==> src/rtl/adder_share_pkg.sv <==
// Shared types and opcode constants for the arbitrated shared-adder block.
package adder_share_pkg;

    localparam logic [1:0] OP_ADD  = 2'b00;
    localparam logic [1:0] OP_ACC  = 2'b01;
    localparam logic [1:0] OP_CLR  = 2'b10;
    localparam logic [1:0] OP_LOAD = 2'b11;

    typedef enum logic [1:0] {
        IDLE = 2'd0,
        EXEC = 2'd1,
        RESP = 2'd2
    } state_t;

    typedef logic req_id_t;

endpackage

==> src/rtl/add_unit.sv <==
// Combinational adder datapath: computes result, carry and accumulator update for one op.
module add_unit
    import adder_share_pkg::*;
#(
    parameter int unsigned WIDTH = 8
) (
    input  logic [1:0]       op_i,
    input  logic [WIDTH-1:0] a_i,
    input  logic [WIDTH-1:0] b_i,
    input  logic [WIDTH-1:0] acc_i,
    output logic [WIDTH-1:0] sum_o,
    output logic             carry_o,
    output logic             acc_we_o,
    output logic [WIDTH-1:0] acc_next_o
);

    logic [WIDTH:0] full_c;

    // Zero-extend operands by one bit so the MSB of the result is the carry-out.
    always_comb begin
        full_c     = '0;
        acc_we_o   = 1'b0;
        acc_next_o = '0;
        case (op_i)
            OP_ADD: begin
                full_c = {1'b0, a_i} + {1'b0, b_i};
            end
            OP_ACC: begin
                full_c     = {1'b0, acc_i} + {1'b0, a_i};
                acc_we_o   = 1'b1;
                acc_next_o = full_c[WIDTH-1:0];
            end
            OP_CLR: begin
                full_c     = '0;
                acc_we_o   = 1'b1;
                acc_next_o = '0;
            end
            default: begin
                full_c     = {1'b0, a_i};
                acc_we_o   = 1'b1;
                acc_next_o = a_i;
            end
        endcase
        sum_o   = full_c[WIDTH-1:0];
        carry_o = full_c[WIDTH];
    end

endmodule

==> src/rtl/adder_share_arb.sv <==
// Two-requester round-robin arbiter sharing one adder; per-requester accumulators.
module adder_share_arb
    import adder_share_pkg::*;
#(
    parameter int unsigned WIDTH = 8
) (
    input  logic             clk,
    input  logic             rst,
    input  logic             req0_valid,
    output logic             req0_ready,
    input  logic [1:0]       req0_op,
    input  logic [WIDTH-1:0] req0_a,
    input  logic [WIDTH-1:0] req0_b,
    input  logic             req1_valid,
    output logic             req1_ready,
    input  logic [1:0]       req1_op,
    input  logic [WIDTH-1:0] req1_a,
    input  logic [WIDTH-1:0] req1_b,
    output logic             resp_valid,
    input  logic             resp_ready,
    output logic             resp_id,
    output logic [WIDTH-1:0] resp_sum,
    output logic             resp_carry
);

    state_t           state_q;
    req_id_t          rr_ptr_q;
    req_id_t          id_q;
    logic [1:0]       op_q;
    logic [WIDTH-1:0] a_q;
    logic [WIDTH-1:0] b_q;
    logic [WIDTH-1:0] acc0_q;
    logic [WIDTH-1:0] acc1_q;
    logic             resp_valid_q;
    req_id_t          resp_id_q;
    logic [WIDTH-1:0] resp_sum_q;
    logic             resp_carry_q;

    req_id_t          grant_c;
    logic             accept_c;
    logic [WIDTH-1:0] acc_sel_c;
    logic [WIDTH-1:0] sum_c;
    logic             carry_c;
    logic             acc_we_c;
    logic [WIDTH-1:0] acc_next_c;

    // Grant a lone requester outright; on contention the round-robin pointer decides.
    always_comb begin
        grant_c = rr_ptr_q;
        if (req0_valid && !req1_valid) begin
            grant_c = 1'b0;
        end else if (req1_valid && !req0_valid) begin
            grant_c = 1'b1;
        end
    end

    assign accept_c   = (state_q == IDLE) && (req0_valid || req1_valid);
    assign req0_ready = (state_q == IDLE) && req0_valid && (grant_c == 1'b0);
    assign req1_ready = (state_q == IDLE) && req1_valid && (grant_c == 1'b1);

    assign acc_sel_c  = id_q ? acc1_q : acc0_q;

    add_unit #(
        .WIDTH (WIDTH)
    ) u_add_unit (
        .op_i       (op_q),
        .a_i        (a_q),
        .b_i        (b_q),
        .acc_i      (acc_sel_c),
        .sum_o      (sum_c),
        .carry_o    (carry_c),
        .acc_we_o   (acc_we_c),
        .acc_next_o (acc_next_c)
    );

    // Sequencer: latch request in IDLE, compute in EXEC, hold result in RESP until taken.
    always_ff @(posedge clk or posedge rst) begin
        if (rst) begin
            state_q      <= IDLE;
            rr_ptr_q     <= 1'b0;
            id_q         <= 1'b0;
            op_q         <= OP_ADD;
            a_q          <= '0;
            b_q          <= '0;
            acc0_q       <= '0;
            acc1_q       <= '0;
            resp_valid_q <= 1'b0;
            resp_id_q    <= 1'b0;
            resp_sum_q   <= '0;
            resp_carry_q <= 1'b0;
        end else begin
            case (state_q)
                IDLE: begin
                    if (accept_c) begin
                        id_q    <= grant_c;
                        op_q    <= grant_c ? req1_op : req0_op;
                        a_q     <= grant_c ? req1_a  : req0_a;
                        b_q     <= grant_c ? req1_b  : req0_b;
                        state_q <= EXEC;
                    end
                end
                EXEC: begin
                    resp_sum_q   <= sum_c;
                    resp_carry_q <= carry_c;
                    resp_id_q    <= id_q;
                    resp_valid_q <= 1'b1;
                    rr_ptr_q     <= ~id_q;
                    if (acc_we_c) begin
                        if (id_q) begin
                            acc1_q <= acc_next_c;
                        end else begin
                            acc0_q <= acc_next_c;
                        end
                    end
                    state_q <= RESP;
                end
                RESP: begin
                    if (resp_ready) begin
                        resp_valid_q <= 1'b0;
                        state_q      <= IDLE;
                    end
                end
                default: begin
                    state_q <= IDLE;
                end
            endcase
        end
    end

    assign resp_valid = resp_valid_q;
    assign resp_id    = resp_id_q;
    assign resp_sum   = resp_sum_q;
    assign resp_carry = resp_carry_q;

endmodule
==> config.mk <==
export PLATFORM = sky130hd
export DESIGN_NAME = adder_share_arb
export DESIGN_NICKNAME = d
export VERILOG_FILES = /design/src/rtl/adder_share_pkg.sv /design/src/rtl/add_unit.sv /design/src/rtl/adder_share_arb.sv
export SDC_FILE = /design/constraint.sdc
export NUM_CORES = 1
export LEC_CHECK = 0
export BUFFER_PORTS_ARGS = -buffer_cell sky130_fd_sc_hd__buf_4
export CAP_MARGIN = 20
export CORE_MARGIN = 4
export CORE_UTILIZATION = 50
export CTS_CLUSTER_DIAMETER = 60
export CTS_CLUSTER_SIZE = 12
export DETAILED_ROUTE_END_ITERATION = 10
export PLACE_DENSITY_LB_ADDON = 0.1
export SYNTH_ARGS = -nofsm -noshare
export SYNTH_HDL_FRONTEND = slang
export SYNTH_SLANG_ARGS = --single-unit
==> constraint.sdc <==
create_clock -name clk -period 3 [get_ports clk]
set_clock_uncertainty 0.2 [all_clocks]
set_input_delay 0.6 -clock clk [delete_from_list [all_inputs] [get_ports clk]]
set_output_delay 0.6 -clock clk [all_outputs]
set_load 0.05 [all_outputs]
==> out/results.ini, run 1 <==
[layout]
antenna_cells=0
fin_nets=442
regArea_um2=1230
fraction_of_layout_cells_with_a_size_suffix_above_1=0.231
flow.area_growth_from_synthesis_pct=19.1
final_common_cell=sky130_fd_sc_hd__buf_4
post_layout_nonfiller_instances=456
finished_cell_area_um2=3660
final_cell_mix=sky130_fd_sc_hd__buf_4, sky130_fd_sc_hd__dfrtp_1, sky130_fd_sc_hd__a21oi_1, sky130_fd_sc_hd__o21ai_0, sky130_fd_sc_hd__nand2_1
multiInputGateArea_um2=1710
num-fill-cells=533

[global_route]
grt_start_max_net_pins=34
groute.usage.overall=0.205
first_global_vias=2455
antenna_found_initial=0
grt_pass1_wl_um=12000
sum_of_overflow_across_all_layers_after_global_routing=0

[placed_design]
globalplace.congestion=0.896
dpl-instance-area_um2=3540
placed_cells=448
detailedPlacementHpwl_um=5550
placement.io_buffers=53

[cts]
post_cts.repair.setup_buffers=0
cts.repair.resized=0
htreeDepth=2
tritoncts_clock_tree=done
clock_root_buffer=sky130_fd_sc_hd__clkbuf_8
cts_buffer_depth=2
cts_inserted_buffers=5
clkTransAtPathRegs_ns=0.10
clock_latency_late_sink_ns=0.31
ctsHoldBuffers=0
cts_sinks=49

[floorplan]
top_level_ports=54
start_util=0.516
row_count=28
core-area_um2=5960
overall_die_width_um=86.4
chipHeight_um=86.4
die-area_um2=7460

[power]
total_power_mw=4.84
vdd_drop_max_v=0.000580
power_leakage_nw=1.73
cell_area_power_density_nw_per_um2=1320

[critical_path]
critical-path-top-delay-family=compound AO/OA/AOI/OAI gates
critPathLaunchType=flop
worst-endpoint-arrival_ns=2.82
crit_slowest_cell=sky130_fd_sc_hd__dfrtp_1
maximum_fanout_along_the_worst_path=8
slowest_delay_ns=0.54
critical_path.endpoint_type=flop
path_type_of_the_worst_setup_path=flop to flop
worst_ep_required_ns=3.04
timing.critical_path.cells=buf_4 -> mux2_2 -> ha_1 -> o21ai_0 -> nor2_1 -> o21ai_2 -> mux2i_1 -> a31oi_1 -> a21oi_1
critical_path.n_buffers_inverters=1

[timing]
slew_headroom=0.547
rsz0062_at_grt=false
setup-tns-final_ns=0
hold_slack_ns=0.0885
period_needed_ns=2.77
timing_max_transition_violations_final=0
clock.fmax_mhz=360
setup-violations-final=0
layout_worst_path_cycle_share=0.925
report.final.hold_viol_count=0
slew_at_the_pin_closest_to_its_max_slew_limit_ns=0.679

[synthesis]
synthesis.area_um2=3070
ys_warn_count=0
synth_cell_types=42
postSynthCellCount=330
synthesis.nets=392
flops_latches_synth=49
synth.yosys.seq_area_share=0.399
synth_area_per_cell_um2=9.31

[detailed_routing]
drc_errors=0
post_drt_wl_per_cell_um=15.8
drtIter0Drc=160
detail_route.first_pass.iterations=5
antenna_left=0
final_routed_wirelength_um=7200
drt-vias-per-instance=5.59
via_count=2547

[run_status]
outcome=completed

[job]
cap_viol_max_count=0

[worst_hold_path]
class_of_the_most_critical_hold_timing_path=input pin to asynchronous set/reset pin

==> registers in the layout, summed over array words and instances, names as in the netlist <==
name and cells:
op_q 2, rr_ptr_q 1, acc0_q 8, b_q 8
resp_valid 1, a_q 8, resp_id 1, id_q 1
state_q 2, resp_carry 1, resp_sum 8, acc1_q 8
==> final timing paths <==
| check | slack (ns) | start | cells past startpoint | to |
|---|---|---|---|---|
| max | 0.23 | id_q | 9 | acc1_q[5] |
| min | 0.09 | rst | 2 | resp_valid |
| max reg2reg | 0.23 | id_q | 9 | acc1_q[5] |
| min reg2reg | 0.29 | resp_sum[1] | 2 | resp_sum[1] |
| max in group asynchronous | 1.78 | rst | 3 | id_q |
| min in group clk | 0.28 | resp_ready | 2 | state_q[1] |
==> kinds of logic (layout without fill, tap and decap cells) <==
family | Yosys count | in the layout | share of synthesized area
buf+inv | 33 | 84 | 0.0448
flops | 49 | 49 | 0.399
compound gates | 102 | 102 | 0.204
fa+ha+maj | 22 | 22 | 0.0936
mux | 34 | 34 | 0.114
simple gates | 86 | 86 | 0.133
xor+xnor | 4 | 4 | 0.0114
==> cell usage after synthesis <==
cell type	n	area share
sky130_fd_sc_hd__nand3_1	1	0.0016
sky130_fd_sc_hd__ha_1	19	0.077
sky130_fd_sc_hd__xnor2_1	4	0.011
sky130_fd_sc_hd__a31oi_1	5	0.010
sky130_fd_sc_hd__nor3_1	4	0.0065
sky130_fd_sc_hd__o2111ai_1	1	0.0029
sky130_fd_sc_hd__o41a_1	1	0.0037
sky130_fd_sc_hd__o32ai_1	1	0.0029
sky130_fd_sc_hd__a211oi_2	4	0.016
sky130_fd_sc_hd__nand2_1	34	0.042
sky130_fd_sc_hd__nor3b_4	1	0.0061
sky130_fd_sc_hd__nor2_1	26	0.032
sky130_fd_sc_hd__fa_1	2	0.013
sky130_fd_sc_hd__a211oi_1	2	0.0049
sky130_fd_sc_hd__buf_2	8	0.013
sky130_fd_sc_hd__and3_1	2	0.0041
sky130_fd_sc_hd__o211ai_2	1	0.0041
sky130_fd_sc_hd__o221ai_1	2	0.0057
sky130_fd_sc_hd__a21oi_1	35	0.057
sky130_fd_sc_hd__dfrtp_1	49	0.40
sky130_fd_sc_hd__o31ai_1	1	0.0024
sky130_fd_sc_hd__mux2i_1	25	0.081
sky130_fd_sc_hd__and3b_1	2	0.0057
sky130_fd_sc_hd__nor2b_1	5	0.010
sky130_fd_sc_hd__or2_2	1	0.0020
sky130_fd_sc_hd__a2bb2oi_1	1	0.0029
sky130_fd_sc_hd__a21o_1	3	0.0073
sky130_fd_sc_hd__nor3_4	1	0.0053
sky130_fd_sc_hd__maj3_1	1	0.0033
sky130_fd_sc_hd__o21ai_2	1	0.0029
sky130_fd_sc_hd__mux2_2	9	0.033
sky130_fd_sc_hd__o21bai_1	1	0.0024
sky130_fd_sc_hd__clkbuf_1	7	0.0086
sky130_fd_sc_hd__o21ai_0	36	0.059
sky130_fd_sc_hd__a221oi_2	1	0.0049
sky130_fd_sc_hd__inv_1	17	0.021
sky130_fd_sc_hd__o211ai_1	1	0.0024
sky130_fd_sc_hd__o22ai_1	1	0.0020
sky130_fd_sc_hd__buf_4	1	0.0024
sky130_fd_sc_hd__nand2b_1	9	0.018
sky130_fd_sc_hd__a22oi_1	3	0.0073
sky130_fd_sc_hd__a311oi_1	1	0.0029
==> cell type report <==
cell class / count / share of cell area
inverters: 17 / 0.0174
flip-flops and latches: 49 / 0.335
clock inverters: 2 / 0.0103
multi-input cells: 248 / 0.468
repair buffers: 59 / 0.121
clock buffers: 6 / 0.0226
well taps: 75 / 0.0256
==> per-layer routing <==
metal  routed length [um]  vias to the layer above  share of wire  GRT usage
met2                 3340                       91           0.46      0.331
met4                  147                        0          0.020     0.0765
met3                  436                       17          0.061     0.0323
met1                 3270                     1168           0.46      0.279
li1                     -                     1271              -          -
met5                    0                        -              0          0
==> worst reg2reg max path: cells and delay by family, from the launching register on <==
kind	cells	cell delay, ns
compound gates	4	0.74
buf+inv	1	0.22
fa+ha+maj	1	0.31
mux	2	0.57
simple gates	1	0.11
flops	1	0.54
==> power breakdown <==
group | leakage (nW) | switching (mW) | internal [mW]
sequential | 0.595 | 0.279 | 0.985
clock | 0.0574 | 0.235 | 0.271
combinational | 1.08 | 1.81 | 1.26
total | 1.73 | 2.33 | 2.51
==> through the flow <==
stage	utilization	setup WS [ns]
finish	0.614	0.225
detailed placement	0.594	0.213
global route	0.614	0.0212
global placement	0.594	0.301
CTS	0.614	0.205
floorplan	-	0.258
No activity file was read; power rests on OpenSTA's default activity.
==> inputs of run 2 (changes only) <==
Settings changed: HOLD_SLACK_MARGIN set to 0.12.
==> run 2 against run 1 <==
Against the previous run: total power shrank 0.15%; via count shrank 1.9%; routed wire length down 0.54%; hold slack improved by 0.19 ns; critical path depth is the same; sequential share of layout area decreased by 0.091 points; combinational power about the same; die area unchanged; sequential power about the same; register-to-register slack is essentially flat; global-route usage unchanged; critical endpoint is now resp_sum[3].
==> out/results.ini, run 2 (synthesis gave the netlist of run 1 again) <==
[run_status]
outcome=completed

[critical_path]
r2r_cell_count=9
worst_setup_path_endpoint=resp_sum[3]
path_type_of_the_worst_setup_path=flop to flop
ff2ff_setup_slack_ns=0.23
worst_setup_path_startpoint=id_q
rr_startpoint=id_q
maximum_fanout_along_the_worst_path=8
critical_path.endpoint_type=flop
r2r_end=resp_sum[3]
critPathLaunchType=flop
worst-endpoint-arrival_ns=2.83
worst_ep_required_ns=3.06

[power]
share_comb_of_total_power=0.634
switching_share=0.480
cell_area_power_density_nw_per_um2=1320
net-switching-power_mw=2.32
power_leakage_nw=1.74
clk_pwr_share=0.104
portion_of_total_power_attributed_to_sequential_cells=0.261
internal_power_mw=2.52
vdd_drop_max_v=0.000579

[global_route]
first_global_vias=2455
grt_pass1_wl_um=12000
grt_start_max_net_pins=34
antenna_found_initial=0
sum_of_overflow_across_all_layers_after_global_routing=0
groute.usage.overall=0.205

[floorplan]
chipHeight_um=86.4
core-area_um2=5960
start_util=0.516
top_level_ports=54
row_count=28
overall_die_width_um=86.4
die-area_um2=7460

[timing]
slew_headroom=0.559
clock.fmax_mhz=361
timing_max_transition_violations_final=0
period_needed_ns=2.77
rsz0062_at_grt=false
report.final.hold_viol_count=0
layout_worst_path_cycle_share=0.924
slew_at_the_pin_closest_to_its_max_slew_limit_ns=0.661
setup-tns-final_ns=0
setup-violations-final=0

[detailed_routing]
post_drt_wl_per_cell_um=15.7
via_count=2499
final_routed_wirelength_um=7160
antenna_left=0
drc_errors=0
drtIter0Drc=175
detail_route.first_pass.iterations=4
drt-vias-per-instance=5.47

[layout]
final_common_cell=sky130_fd_sc_hd__buf_4
final_cell_mix=sky130_fd_sc_hd__buf_4, sky130_fd_sc_hd__dfrtp_1, sky130_fd_sc_hd__a21oi_1, sky130_fd_sc_hd__o21ai_0, sky130_fd_sc_hd__nand2_1
finished_cell_area_um2=3670
post_layout_nonfiller_instances=457
fin_nets=443
antenna_cells=0
flow.area_growth_from_synthesis_pct=19.4
fraction_of_layout_cells_with_a_size_suffix_above_1=0.230
multiInputGateArea_um2=1710
num-fill-cells=532
regArea_um2=1230

[placed_design]
globalplace.congestion=0.896
placed_cells=448
detailedPlacementHpwl_um=5550
dpl-instance-area_um2=3540
placement.io_buffers=53

[cts]
cts.repair.resized=0
post_cts.repair.setup_buffers=0
cts_sinks=49
clkTransAtPathRegs_ns=0.09
clock_latency_late_sink_ns=0.31
tritoncts_clock_tree=done
cts_inserted_buffers=5
ctsHoldBuffers=1
cts_buffer_depth=2
clock_root_buffer=sky130_fd_sc_hd__clkbuf_8
htreeDepth=2

[job]
cap_viol_max_count=0

[worst_hold_path]
class_of_the_most_critical_hold_timing_path=input pin to flop

-- run 2: layout make-up --
type | count | area share
sequential | 49 | 0.334
multi-input combinational | 248 | 0.467
inverter | 17 | 0.0174
clock buffer | 6 | 0.0225
tap | 75 | 0.0256
timing repair buffer | 60 | 0.123
clock inverter | 2 | 0.0102
-- run 2: worst min path at each step --
| stage | start | to | slack (ns) | cells after the start |
|---|---|---|---|---|
| final | resp_ready | state_q[1] | 0.28 | 2 |
| after global routing | resp_ready | state_q[1] | 0.27 | 2 |
| after CTS | resp_ready | state_q[1] | 0.28 | 2 |
| after detailed placement | resp_sum[1] | resp_sum[1] | 0.27 | 2 |
| after global placement | resp_sum[1] | resp_sum[1] | 0.26 | 2 |
| after floorplan | rr_ptr_q | rr_ptr_q | 0.25 | 2 |
-- run 2: worst max-delay path: stages, from the launching register on --
cell                      delay, ns
sky130_fd_sc_hd__dfrtp_1       0.54
sky130_fd_sc_hd__buf_4         0.22
sky130_fd_sc_hd__mux2_2        0.34
sky130_fd_sc_hd__ha_1          0.31
sky130_fd_sc_hd__o21ai_0       0.27
sky130_fd_sc_hd__o21ai_0       0.12
sky130_fd_sc_hd__a21oi_1       0.27
sky130_fd_sc_hd__a21oi_1       0.07
sky130_fd_sc_hd__o21ai_0       0.20
sky130_fd_sc_hd__mux2_2        0.18
-- run 2: metal layers --
metal	share of wire	up-vias	track usage
li1	-	1270	-
met1	0.44	1136	0.279
met2	0.46	83	0.331
met3	0.076	10	0.0323
met4	0.019	0	0.0765
met5	0	-	0
-- run 2: stage by stage --
stage	utilization	setup slack, ns	power [mW]	hold slack (ns)
detailed placement	0.594	0.213	4.33	0.271
global route	0.616	0.0212	5.29	0.275
CTS	0.616	0.205	4.85	0.278
floorplan	-	0.258	3.59	0.254
finish	0.616	0.228	4.84	0.280
global placement	0.594	0.301	4.28	0.264
-- run 2: power by group through the flow --
stage | logic [mW] | registers, mW | clock network [mW]
6_report | 3.07 | 1.26 | 0.505
5_1_grt | 3.44 | 1.31 | 0.537
4_1_cts | 3.07 | 1.27 | 0.511
3_5_place_dp | 3.05 | 1.28 | 0
3_3_place_gp | 3.00 | 1.27 | 0
2_1_floorplan | 2.22 | 1.37 | 0
